===== src/rtl/split_pkg.sv =====
// Shared types and constants for the split_router one-to-two packet demultiplexer.
package split_pkg;

  localparam int DLY_WIDTH = 8;

  localparam logic SEL_OUT0 = 1'b0;
  localparam logic SEL_OUT1 = 1'b1;

  typedef enum logic [2:0] {
    RECV_CTL,
    RECV_DATA,
    FWD_DELAY,
    SEND,
    BACK_DELAY
  } split_state_t;

endpackage


===== src/rtl/split_delay_cnt.sv =====
// Loadable down-counter with a zero flag; shared by the forward and backward delay phases.
module split_delay_cnt
  import split_pkg::*;
(
  input  logic                 clk,
  input  logic                 rst,
  input  logic                 load,
  input  logic                 dec,
  input  logic [DLY_WIDTH-1:0] load_value,
  output logic                 zero
);

  logic [DLY_WIDTH-1:0] cnt_reg;

  always_ff @(posedge clk or posedge rst) begin
    if (rst) begin
      cnt_reg <= '0;
    end else if (load) begin
      cnt_reg <= load_value;
    end else if (dec && (cnt_reg != '0)) begin
      cnt_reg <= cnt_reg - DLY_WIDTH'(1);
    end
  end

  assign zero = (cnt_reg == '0);

endmodule


===== src/rtl/split_router.sv =====
// Clocked 1-to-2 demultiplexer: a control token selects the output channel for the next packet.
module split_router
  import split_pkg::*;
#(
  parameter int WIDTH_PACKAGE = 33,
  parameter int FL            = 2,
  parameter int BL            = 1,
  parameter int CNT_WIDTH     = 16
) (
  input  logic                     clk,
  input  logic                     reset,
  input  logic                     ctl_valid,
  input  logic                     ctl_data,
  output logic                     ctl_ready,
  input  logic                     in_valid,
  input  logic [WIDTH_PACKAGE-1:0] in_data,
  output logic                     in_ready,
  output logic                     out0_valid,
  output logic [WIDTH_PACKAGE-1:0] out0_data,
  input  logic                     out0_ready,
  output logic                     out1_valid,
  output logic [WIDTH_PACKAGE-1:0] out1_data,
  input  logic                     out1_ready,
  output logic [CNT_WIDTH-1:0]     count0,
  output logic [CNT_WIDTH-1:0]     count1,
  output logic                     busy
);

  // Counter is loaded with N-1 so that exactly N cycles are spent in the delay state.
  localparam logic [DLY_WIDTH-1:0] FL_LOAD = (FL > 0) ? DLY_WIDTH'(FL - 1) : '0;
  localparam logic [DLY_WIDTH-1:0] BL_LOAD = (BL > 0) ? DLY_WIDTH'(BL - 1) : '0;

  split_state_t             state_reg, state_next;
  logic                     sel_reg;
  logic [WIDTH_PACKAGE-1:0] data_reg;
  logic                     ctl_ready_reg, in_ready_reg;
  logic                     out0_valid_reg, out1_valid_reg, busy_reg;

  logic                 cnt_load, cnt_dec, cnt_zero;
  logic [DLY_WIDTH-1:0] cnt_load_value;
  logic                 ctl_fire, in_fire, out_fire;

  assign ctl_fire = (state_reg == RECV_CTL) && ctl_valid;
  assign in_fire  = (state_reg == RECV_DATA) && in_valid;
  assign out_fire = (state_reg == SEND) &&
                    ((sel_reg == SEL_OUT1) ? out1_ready : out0_ready);

  split_delay_cnt u_delay (
    .clk        (clk),
    .rst        (reset),
    .load       (cnt_load),
    .dec        (cnt_dec),
    .load_value (cnt_load_value),
    .zero       (cnt_zero)
  );

  always_comb begin
    state_next     = state_reg;
    cnt_load       = 1'b0;
    cnt_dec        = 1'b0;
    cnt_load_value = '0;
    case (state_reg)
      RECV_CTL:   if (ctl_fire) state_next = RECV_DATA;
      RECV_DATA: begin
        if (in_fire) begin
          if (FL > 0) begin
            cnt_load       = 1'b1;
            cnt_load_value = FL_LOAD;
            state_next     = FWD_DELAY;
          end else begin
            state_next = SEND;
          end
        end
      end
      FWD_DELAY: begin
        if (cnt_zero) state_next = SEND;
        else          cnt_dec    = 1'b1;
      end
      SEND: begin
        if (out_fire) begin
          if (BL > 0) begin
            cnt_load       = 1'b1;
            cnt_load_value = BL_LOAD;
            state_next     = BACK_DELAY;
          end else begin
            state_next = RECV_CTL;
          end
        end
      end
      BACK_DELAY: begin
        if (cnt_zero) state_next = RECV_CTL;
        else          cnt_dec    = 1'b1;
      end
      default:    state_next = RECV_CTL;
    endcase
  end

  // Handshake outputs are registered from the next state so they line up with it.
  always_ff @(posedge clk or posedge reset) begin
    if (reset) begin
      state_reg      <= RECV_CTL;
      sel_reg        <= SEL_OUT0;
      data_reg       <= '0;
      ctl_ready_reg  <= 1'b1;
      in_ready_reg   <= 1'b0;
      out0_valid_reg <= 1'b0;
      out1_valid_reg <= 1'b0;
      busy_reg       <= 1'b0;
    end else begin
      state_reg      <= state_next;
      if (ctl_fire) sel_reg  <= ctl_data;
      if (in_fire)  data_reg <= in_data;
      ctl_ready_reg  <= (state_next == RECV_CTL);
      in_ready_reg   <= (state_next == RECV_DATA);
      out0_valid_reg <= (state_next == SEND) && (sel_reg == SEL_OUT0);
      out1_valid_reg <= (state_next == SEND) && (sel_reg == SEL_OUT1);
      busy_reg       <= (state_next != RECV_CTL);
    end
  end

  for (genvar gi = 0; gi < 2; gi++) begin : g_count
    logic [CNT_WIDTH-1:0] count_reg;
    always_ff @(posedge clk or posedge reset) begin
      if (reset) begin
        count_reg <= '0;
      end else if (out_fire && (sel_reg == 1'(gi))) begin
        count_reg <= count_reg + CNT_WIDTH'(1);
      end
    end
  end

  assign ctl_ready  = ctl_ready_reg;
  assign in_ready   = in_ready_reg;
  assign out0_valid = out0_valid_reg;
  assign out1_valid = out1_valid_reg;
  assign out0_data  = data_reg;
  assign out1_data  = data_reg;
  assign busy       = busy_reg;
  assign count0     = g_count[0].count_reg;
  assign count1     = g_count[1].count_reg;

endmodule


===== config.mk =====
export PLATFORM = sky130hd
export DESIGN_NAME = split_router
export DESIGN_NICKNAME = d
export VERILOG_FILES = /design/src/rtl/split_pkg.sv /design/src/rtl/split_delay_cnt.sv /design/src/rtl/split_router.sv
export SDC_FILE = /design/constraint.sdc
export NUM_CORES = 1
export LEC_CHECK = 0
export ABC_AREA = 1
export CORE_MARGIN = 3
export CORE_UTILIZATION = 50
export DETAILED_ROUTE_END_ITERATION = 10
export MAX_ROUTING_LAYER = met4
export PLACE_DENSITY = 0.93
export REMOVE_ABC_BUFFERS = 1
export SLEW_MARGIN = 40
export SYNTH_ARGS = -nofsm -noshare
export SYNTH_HDL_FRONTEND = slang
export SYNTH_SLANG_ARGS = --single-unit

===== constraint.sdc =====
create_clock -name clk -period 4.11 [get_ports clk]
set_input_delay 0.822 -clock clk [delete_from_list [all_inputs] [get_ports clk]]
set_output_delay 0.822 -clock clk [all_outputs]
set_load 0.1 [all_outputs]

## Word-level counts from Yosys, hierarchy flattened

Index checks and enable logic that the tools add are counted.

- Add/subtract/negate cells: 3
- Bitwise gates (word level): 1
- Muxes and demuxes: 16
- Eq/ne operators: 6
- Reductions and logical operators: 15

Operators by type and width:

| operator | number |
|---|---|
| 16-bit by 1-bit adder with 16-bit output (second input constant) | 2 |
| 8-bit two-way mux | 2 |
| 3-bit two-way mux | 5 |
| 3-bit case mux with 5 select lines | 1 |
| 3-bit by 2-bit equality test with 1-bit output (second input constant) | 3 |
| 1-bit logical AND | 8 |
| 8-bit zero test | 1 |
| 8-bit nonzero test | 1 |
| 8-bit by 1-bit subtractor with 8-bit output (second input constant) | 1 |
| 1-bit two-way mux | 7 |
| 3-bit by 1-bit equality test with 1-bit output (second input constant) | 2 |
| 3-bit zero test | 2 |
| 3-bit equality test (second input constant) | 1 |
| 3-bit nonzero test | 1 |
| 1-bit case mux with 2 select lines | 1 |
| 2-bit nonzero test | 1 |
| 2-bit OR reduction | 1 |
| 1-bit NOT | 1 |

- Word-level logic and storage cells: 52
- Input port bits: 40
- Bits in registers: 82
- Output and inout bits: 103

## Depth between registers and ports, before layout

Gate-level depths: netlist of the first run.

- Depth after elaboration: 6
- Gate-level depth with buffers: 9
- Gate-level depth less buffers: 9

## Hierarchy

Synthesis of the first run repeated with hierarchy kept, for this count alone.

- Cell total of the unflattened synthesis: 576
- Area, all modules: 4,433.0 um^2

By module, submodules not included:

| module | area an instance (um^2) | times used | sequential area each (um^2) | cells each |
|---|---|---|---|---|
| split_router | 3,799.9 | 1 | 1,853.0 | 485 |
| split_delay_cnt | 633.1 | 1 | 200.2 | 91 |

## Worst setup path before layout of the first run

No wires, ideal clock.

- Path type: register to output
- Start point: register data_reg[0], in the netlist out0_data[0]
- End point: output port out1_data[0]
- Buffers on the path: 1
- Arrival time: 1.340 ns
- Required time: 3.288 ns
- Cell stages (with the launch flop): 2
- Setup slack: 1.948 ns
- Path through: dfrtp_1 -> buf_4

RTL lines:

| what | line | source |
|---|---|---|
| from (decl) | split_router.sv:35 | `logic [WIDTH_PACKAGE-1:0] data_reg;` |
| from (signal assigned) | split_router.sv:112 | `if (in_fire) data_reg <= in_data;` |
| to (decl) | split_router.sv:22 | `output logic [WIDTH_PACKAGE-1:0] out1_data,` |

No word-level cell between the ends.

## Worst setup path in the final report of the first run

- Start point: input port in_valid
- End point: register u_delay.cnt_reg[3]

- Longest elaborated chain between the ends: 4
- Elaborated cells between the ends (all ways): 5
- Classes of those cells: 3 x mux; 2 x reduce/logical

RTL lines:

| what | line | source |
|---|---|---|
| from (decl) | split_router.sv:15 | `input logic in_valid,` |
| 1-bit logical AND (*) | split_router.sv:44 | `assign in_fire = (state_reg == RECV_DATA) && in_valid;` |
| 1-bit two-way mux (*) | split_router.sv:65 | `if (in_fire) begin` |
| 1-bit case mux with 2 select lines (*) | split_router.sv:62 | `case (state_reg)` |
| 8-bit two-way mux / 2-bit nonzero test (equally long branches) | n/a |  |
| to (signal assigned) | split_delay_cnt.sv:19 | `cnt_reg <= load_value;` |
| to (signal assigned) | split_delay_cnt.sv:21 | `cnt_reg <= cnt_reg - DLY_WIDTH'(1);` |
| to (decl) | split_delay_cnt.sv:13 | `logic [DLY_WIDTH-1:0] cnt_reg;` |

Mark *: on every way between the ends. The rest lies on a longest branch, timed or not.
A chain may end at the register's enable or synchronous reset.

==> flow_summary.json, run 1 <==
{
  "status": "complete, no violations",
  "r2r_cells": 7,
  "synth_commonest_cells": "nand2_1 (137), dfrtp_1 (81), nor2_1 (52)",
  "synth_mux_area_frac": 0.112,
  "synth_edf_count": 0,
  "synthToLayoutAreaGrowth_pct": 21.9,
  "cts_tree": "done",
  "gp_congestion": 0.907,
  "num_rows": 33,
  "synth_top_cell_area_share": 0.471,
  "cp_top_family": "simple AND/OR/NAND/NOR gates",
  "slew_headroom": 0.545,
  "clock-root-buffer": "clkbuf_8",
  "cp-end-kind": "flip-flop",
  "synthFlopType": "dfrtp_1",
  "async_flop_share": 1.00,
  "port_buffers": 142,
  "drtIter0Drc": 172,
  "grt_pass1_wl_um": 15600,
  "path_buf_inv": 2,
  "grt_util_all_layers": 0.203,
  "largest_reg_flops": 33,
  "cts_hold_buf": 0,
  "dp.final_hpwl_um": 7300,
  "synthCells": 474,
  "clock_skew_ps": 11.4,
  "htreeDepth": 3,
  "worst_ep_arrival_time_ps": 2610,
  "synth-simple-area-share": 0.231,
  "yosysMostFrequentCell": "nand2_1",
  "path_depth": 7,
  "synth.area.top_cells": "dfrtp_1 (47%), nand2_1 (12%), mux2_4 (10%)",
  "core-area_um2": 8300,
  "vias_per_cell": 4.96,
  "crit_required_ps": 4400,
  "grt_overflow_total": 0,
  "clockBufferDepth": 2,
  "synth-compound-area-share": 0.0242,
  "die_x_um": 98.7,
  "antenna_found_initial": 0,
  "vias": 3480,
  "drt_wl_total_um": 9690,
  "worstSetupStartpointType": "input port",
  "clock-sinks": 82,
  "cpPeakStageDelay_ps": 520,
  "tightest_slew_ps": 683,
  "syn_avg_cell_area_um2": 9.07,
  "dr.pass1.iters": 4,
  "die_area_um2": 9750,
  "detail-route-antenna-nets": 0,
  "path_max_fanout": 36,
  "rsz0062_at_grt": "false",
  "synth_area_leader_cell": "dfrtp_1",
  "syn_area_um2": 4300,
  "crit_slowest_cell": "nand3_4",
  "fin_crit_sh": 0.566,
  "wire_per_inst_um": 13.8,
  "start_util": 0.518,
  "maxCapViolCount": 0,
  "nets": 635,
  "slew_violations": 0,
  "synth_fa_ha_area_frac": 0.00873,
  "rr_startpoint": "state_reg[2]$_DFF_PP0_",
  "min_period_ps": 2330,
  "min_path_cells": 2,
  "ff_latch_area_um2": 2050,
  "grt_pass1_vias": 3327,
  "post_cts_buffers": 0,
  "multi_input_area_um2": 1770,
  "drive_gt1_frac": 0.286,
  "max_freq_mhz": 430,
  "ioPinCount": 143,
  "finalSetupTns_ps": 0,
  "synth_top_family_by_area": "simple AND/OR/NAND/NOR gates",
  "synth_warnings": 0,
  "final-setup-viol-count": 0,
  "ys_ff_latch": 82,
  "clkTransAtPathRegs_ps": 90,
  "ys_seq_area_frac": 0.478,
  "cts_made_buffers": 9,
  "synth_xor_area_frac": 0.0367,
  "grt_max_degree": 37,
  "clk_latency_ps": 350,
  "post_cts_resized": 0,
  "path_class": "input port to flip-flop",
  "hold_end": "u_delay.cnt_reg[0]$_DFFE_PP0P_",
  "cpMostUsedCell": "nand2_1",
  "fillers": 670,
  "r2r_slack_ps": 2100,
  "die_h_um": 98.7,
  "r2r-end": "u_delay.cnt_reg[3]$_DFFE_PP0P_",
  "antenna_cells": 0,
  "worstPathCellList": "clkdlybuf4s50_1 > nand3_4 > nand2_2 > inv_2 > o21ai_2 > nand2_1 > nand2_1",
  "drc": 0,
  "hp-start": "u_delay.cnt_reg[0]$_DFFE_PP0P_",
  "report.final.hold_viol_count": 0,
  "synth_cell_types": 29,
  "hold_path_class": "flip-flop to flip-flop"
}
## worst max path at each step
stage	end	slack [ps]	start
2_1_floorplan	busy$_DFF_PP0_	1180	reset
3_3_place_gp	u_delay.cnt_reg[6]$_DFFE_PP0P_	1520	in_valid
3_5_place_dp	u_delay.cnt_reg[6]$_DFFE_PP0P_	1440	in_valid
4_1_cts	u_delay.cnt_reg[6]$_DFFE_PP0P_	1810	in_valid
5_1_grt	u_delay.cnt_reg[3]$_DFFE_PP0P_	1690	in_valid
6_report	u_delay.cnt_reg[3]$_DFFE_PP0P_	1780	in_valid
## worst reg2reg max path, cell delays in order, from the launching register on
cell and delay, ps:
dfrtp_1 440, nor2_2 210, nand3_4 540, nand2_2 360, inv_2 100, o21ai_2 110, nand2_1 100, nand2_1 90
## routing by layer
layer	GRT usage	share of wire	vias to the layer above
met5	-	0	-
met4	0.0630	0.016	0
met3	0.0467	0.043	16
met2	0.346	0.54	94
met1	0.240	0.41	1685
li1	-	-	1685
## layout make-up
| cell class | count | area share |
|---|---|---|
| Sequential cell | 82 | 0.392 |
| Clock buffer | 10 | 0.0243 |
| Tap cell | 105 | 0.0251 |
| Clock inverter | 6 | 0.00931 |
| Timing Repair Buffer | 144 | 0.176 |
| Inverter | 50 | 0.0360 |
| Multi-Input combinational cell | 305 | 0.338 |
## cell families (layout without fill, tap and decap cells)
group                      after synthesis  after routing
adders and majority gates                3              3
buffers and inverters                   87            210
xor gates and xnor gates                18             18
muxes                                   33             33
DFF                                     82             82
AOI/OAI and AO/OA                       19             19
and+or+nand+nor                        232            232
## cell usage in the layout, fill, tap and decap left out, types with 10 or more instances in the layout
| cell | netlist | final |
|---|---|---|
| nand2_1 | 137 | 137 |
| mux2_4 | 29 | 29 |
| nor2_1 | 52 | 52 |
| xor2_1 | 16 | 16 |
| nand4_1 | 10 | 10 |
| buf_2 | 1 | 103 |
| clkdlybuf4s50_1 | 0 | 39 |
| inv_1 | 46 | 45 |
| dfrtp_1 | 81 | 81 |
| o21ai_0 | 13 | 13 |
| nand3_1 | 17 | 17 |
## per-stage QoR
stage | std cells | utilization | cell area, µm² | worst slack (ps) | hold slack, ps
finish | 702 | 0.632 | 5240 | 1780 | 503
global route | 702 | 0.632 | 5240 | 1690 | 534
CTS | 702 | 0.632 | 5240 | 1810 | 509
detailed placement | 686 | 0.610 | 5070 | 1440 | 489
global placement | 686 | 0.673 | 5580 | 1520 | 479
floorplan | 437 | - | 4010 | 1180 | 458
Power of run 1 is not shown: default switching activity piles up to over one toggle a cycle in this logic, so the estimate is an artifact.
==> run 2, diff against run 1 <==
--- a/config.mk
+++ b/config.mk
@@ -7,10 +7,10 @@
 export LEC_CHECK = 0
 export ABC_AREA = 1
 export CORE_MARGIN = 3
-export CORE_UTILIZATION = 50
+export CORE_UTILIZATION = 46
 export DETAILED_ROUTE_END_ITERATION = 10
 export MAX_ROUTING_LAYER = met4
-export PLACE_DENSITY = 0.93
+export PLACE_DENSITY = 0.87
 export REMOVE_ABC_BUFFERS = 1
 export SLEW_MARGIN = 40
 export SYNTH_ARGS = -nofsm -noshare
==> constraint.sdc (replaced) <==
create_clock -name clk -period 2.2 [get_ports clk]
set_input_delay 0.44 -clock clk [delete_from_list [all_inputs] [get_ports clk]]
set_output_delay 0.44 -clock clk [all_outputs]
set_load 0.1 [all_outputs]
==> flow_summary.json, run 2 (same netlist as run 1, synthesis figures left out) <==
{
  "ioPinCount": 143,
  "grt_pass1_vias": 3432,
  "final_cell_mix": "nand2_1 (137), buf_4 (107), dfrtp_1 (81)",
  "clock_skew_ps": 17.8,
  "die_area_um2": 10500,
  "path_class": "flip-flop to primary output",
  "slew_violations": 0,
  "maxCapViolCount": 0,
  "start_util": 0.484,
  "fin_cells": 710,
  "gp_congestion": 0.866,
  "clkTransAtPathRegs_ps": 90,
  "vias_per_cell": 4.89,
  "dpl.cell_count": 694,
  "report.final.hold_viol_count": 0,
  "detail-route-antenna-nets": 0,
  "clock-sinks": 82,
  "grt_max_degree": 27,
  "worstPathCellList": "buf_4",
  "cts_tree": "done",
  "cts_made_buffers": 9,
  "clock-root-buffer": "clkbuf_8",
  "clockBufferDepth": 2,
  "drtIter0Drc": 116,
  "cpPeakStageDelay_ps": 500,
  "clk_latency_ps": 350,
  "antenna_found_initial": 0,
  "wire_per_inst_um": 14.1,
  "htreeDepth": 3,
  "cp_top_family": "flip-flops",
  "grt_overflow_total": 0,
  "drive_gt1_frac": 0.294,
  "status": "complete, no violations",
  "nets": 640,
  "die_h_um": 103,
  "post_cts_buffers": 0,
  "port_buffers": 142,
  "vias": 3469,
  "rsz0062_at_grt": "false",
  "grt_pass1_wl_um": 16000,
  "worstSetupStartpointType": "flip-flop",
  "max_freq_mhz": 610,
  "post_cts_resized": 0,
  "path_max_fanout": 7,
  "crit_start": "count0[7]$_DFFE_PP0P_",
  "worst_ep_arrival_time_ps": 1200,
  "crit_required_ps": 1760,
  "drc": 0,
  "cts_hold_buf": 0,
  "dp.final_hpwl_um": 7740,
  "crit_slowest_cell": "dfrtp_1",
  "tightest_slew_ps": 513,
  "path_buf_inv": 1,
  "grt_util_all_layers": 0.199,
  "drt_wl_total_um": 10000,
  "rr_startpoint": "state_reg[2]$_DFF_PP0_",
  "layout_commonest_cell": "nand2_1",
  "min_period_ps": 1640,
  "final-setup-viol-count": 0,
  "core-area_um2": 8890,
  "synthToLayoutAreaGrowth_pct": 29.8,
  "antenna_cells": 0,
  "largest_reg_flops": 33,
  "fin_crit_sh": 0.745,
  "num_rows": 34,
  "die_x_um": 103,
  "cp-end-kind": "primary output",
  "hold_path_class": "input port to asynchronous set/reset pin",
  "dr.pass1.iters": 5,
  "slew_headroom": 0.658
}
run 2: cell count changes in the layout (fill, tap and decap cells not counted), sizes merged:
cell,change
buf,+5
clkbuf,-1
clkinvlp,-2
clkinv,+3
run 2: final timing paths:
check                                             to  slack, ps  depth (start not counted)
max                                        count0[7]        560                          1
min                        out0_data[10]$_DFFE_PP0P_        430                          2
max reg2reg                 out0_data[7]$_DFFE_PP0P_        570                          4
min reg2reg                    count1[8]$_DFFE_PP0P_        530                          1
max in group asynchronous   out0_data[1]$_DFFE_PP0P_       1250                          3
min in group clk               count1[8]$_DFFE_PP0P_        530                          1
run 2: layout make-up:
type / count / area [µm²]
repair buffers: 149 / 1250
inverters: 50 / 189
well taps: 108 / 135
clock buffers: 9 / 124
multi-input cells: 305 / 1770
clock inverters: 7 / 52.6
flip-flops and latches: 82 / 2050
fillers: 713 / 3310
run 2: through the flow:
step / cell area, µm² / worst slack, ps / hold slack, ps / TNS, ps / util
after floorplan: 4010 / -347 / 458 / -28090 / -
after global placement: 5400 / 281 / 480 / 0 / 0.608
after detailed placement: 5400 / 227 / 509 / 0 / 0.608
after CTS: 5580 / 560 / 441 / 0 / 0.627
after global routing: 5580 / 419 / 458 / 0 / 0.627
final: 5580 / 560 / 433 / 0 / 0.627
run 2: layer usage:
metal / global-route usage / vias up / wire length [µm]
li1: - / 1696 / -
met1: 0.248 / 1636 / 4200
met2: 0.334 / 123 / 5200
met3: 0.0271 / 14 / 476
met4: 0.0636 / 0 / 121
met5: - / - / 0
Power of run 2 is left out for the same reason.
==> run 3, diff against run 2 <==
--- a/config.mk
+++ b/config.mk
@@ -7,10 +7,10 @@
 export LEC_CHECK = 0
 export ABC_AREA = 1
 export CORE_MARGIN = 3
-export CORE_UTILIZATION = 46
+export CORE_UTILIZATION = 42
 export DETAILED_ROUTE_END_ITERATION = 10
 export MAX_ROUTING_LAYER = met4
-export PLACE_DENSITY = 0.87
+export PLACE_DENSITY = 0.84
 export REMOVE_ABC_BUFFERS = 1
 export SLEW_MARGIN = 40
 export SYNTH_ARGS = -nofsm -noshare
==> constraint.sdc (replaced) <==
create_clock -name clk -period 1.4 [get_ports clk]
set_input_delay 0.28 -clock clk [delete_from_list [all_inputs] [get_ports clk]]
set_output_delay 0.28 -clock clk [all_outputs]
set_load 0.1 [all_outputs]
==> flow_summary.json, run 3 (same netlist as run 1, synthesis figures left out) <==
{
  "status": "finished with violations",
  "violations": "setup timing",
  "cpPeakStageDelay_ps": 510,
  "vias_per_cell": 5.08,
  "crit_slowest_cell": "dfrtp_1",
  "core-area_um2": 9860,
  "path_max_fanout": 5,
  "path_class": "flip-flop to flip-flop",
  "final_core_util": 0.778,
  "htreeDepth": 3,
  "start_util": 0.436,
  "cts_tree": "done",
  "synthToLayoutAreaGrowth_pct": 78.4,
  "grt_util_all_layers": 0.227,
  "fin_area_um2": 7670,
  "antenna_found_initial": 0,
  "wire_per_inst_um": 18.9,
  "clockBufferDepth": 2,
  "place_area_um2": 6990,
  "clock-sinks": 82,
  "slew_violations": 0,
  "clock_skew_ps": 12.3,
  "ioPinCount": 143,
  "detail-route-antenna-nets": 0,
  "rsz0062_at_grt": "true",
  "holdWs_ps": 319,
  "multi_input_area_um2": 2030,
  "r2r_cells": 7,
  "vias": 4006,
  "num_rows": 36,
  "antenna_cells": 0,
  "drc": 0,
  "cp-end-kind": "flip-flop",
  "final-setup-viol-count": 30,
  "gp_congestion": 0.885,
  "largest_reg_flops": 33,
  "dp.final_hpwl_um": 9550,
  "dr.pass1.iters": 5,
  "slew_headroom": 0.767,
  "report.final.hold_viol_count": 0,
  "die_area_um2": 11500,
  "tightest_slew_ps": 350,
  "layout_commonest_cell": "nand2_1",
  "crit_required_ps": 1660,
  "clk_latency_ps": 370,
  "die_x_um": 107,
  "drt_wl_total_um": 14900,
  "clock-root-buffer": "clkbuf_8",
  "max_freq_mhz": 667,
  "grt_max_degree": 56,
  "min_period_ps": 1500,
  "hold_path_class": "input port to asynchronous set/reset pin",
  "fillers": 481,
  "final_cell_mix": "nand2_1 (125), buf_12 (107), dfrtp_1 (67)",
  "cpMostUsedCell": "nand2_1",
  "drtIter0Drc": 314,
  "drive_gt1_frac": 0.447,
  "ff_latch_area_um2": 2070,
  "die_h_um": 107,
  "clkTransAtPathRegs_ps": 90,
  "cts_made_buffers": 9,
  "nets": 693,
  "port_buffers": 142,
  "grt_pass1_vias": 3926,
  "worstSetupStartpointType": "flip-flop",
  "fin_ws_ps": -98.7,
  "grt_pass1_wl_um": 20000,
  "worst_ep_arrival_time_ps": 1760,
  "worstPathCellList": "nand2_1 > nor2_1 > nand2_1 > o21ai_0 > nand2_1 > nand2_1 > nand2_1",
  "fin_crit_sh": 1.07,
  "maxCapViolCount": 0,
  "grt_overflow_total": 0
}
[run 3: stage by stage]
stage                     setup TNS [ps]  std cells  setup slack (ps)
after floorplan                  -136690        437              -987
after global placement            -10300        753              -275
after detailed placement          -12570        753              -358
after CTS                          -17.5        773             -12.4
after global routing               -3970        788              -184
final                               -886        788             -98.7
[run 3: worst paths after layout]
check                      slack [ps]                    from                              to
max reg2reg                      -100  count1[11]$_DFFE_PP0P_          count1[14]$_DFFE_PP0P_
min reg2reg                       520     sel_reg$_DFFE_PP0P_            out0_valid$_DFF_PP0_
max                              -100  count1[11]$_DFFE_PP0P_          count1[14]$_DFFE_PP0P_
min in group clk                  520     sel_reg$_DFFE_PP0P_            out0_valid$_DFF_PP0_
max in group asynchronous         740                   reset  u_delay.cnt_reg[4]$_DFFE_PP0P_
min                               320                   reset       out0_data[18]$_DFFE_PP0P_
[run 3: worst max-delay path: cells and delay by family, from the launching register on]
| kind | cells | cell delay, ps |
|---|---|---|
| and+or+nand+nor | 6 | 680 |
| AOI/OAI and AO/OA | 1 | 210 |
| DFF | 1 | 510 |
[run 3: repair_timing]
action,4_1_cts,5_1_grt
pin swaps,6,25
endpoints found under the setup margin,39,78
cloned,0,4
hold buffers,0,0
setup buffers,4,11
gates resized for setup,15,87
[run 3: final cells by class]
class                   instances  area share
inverters                      50      0.0253
clock inverters                 5     0.00392
repair buffers                201       0.395
flip-flops and latches         82       0.270
multi-input cells             306       0.265
well taps                     133      0.0217
clock buffers                  11      0.0184
[run 3: per-layer routing]
metal	up-vias	GRT usage	routed length, µm
met4	0	0.0858	539
met1	1969	0.253	5230
met5	-	-	0
met3	43	0.0355	769
li1	1814	-	-
met2	180	0.409	8340
Power of run 3 is left out for the same reason.
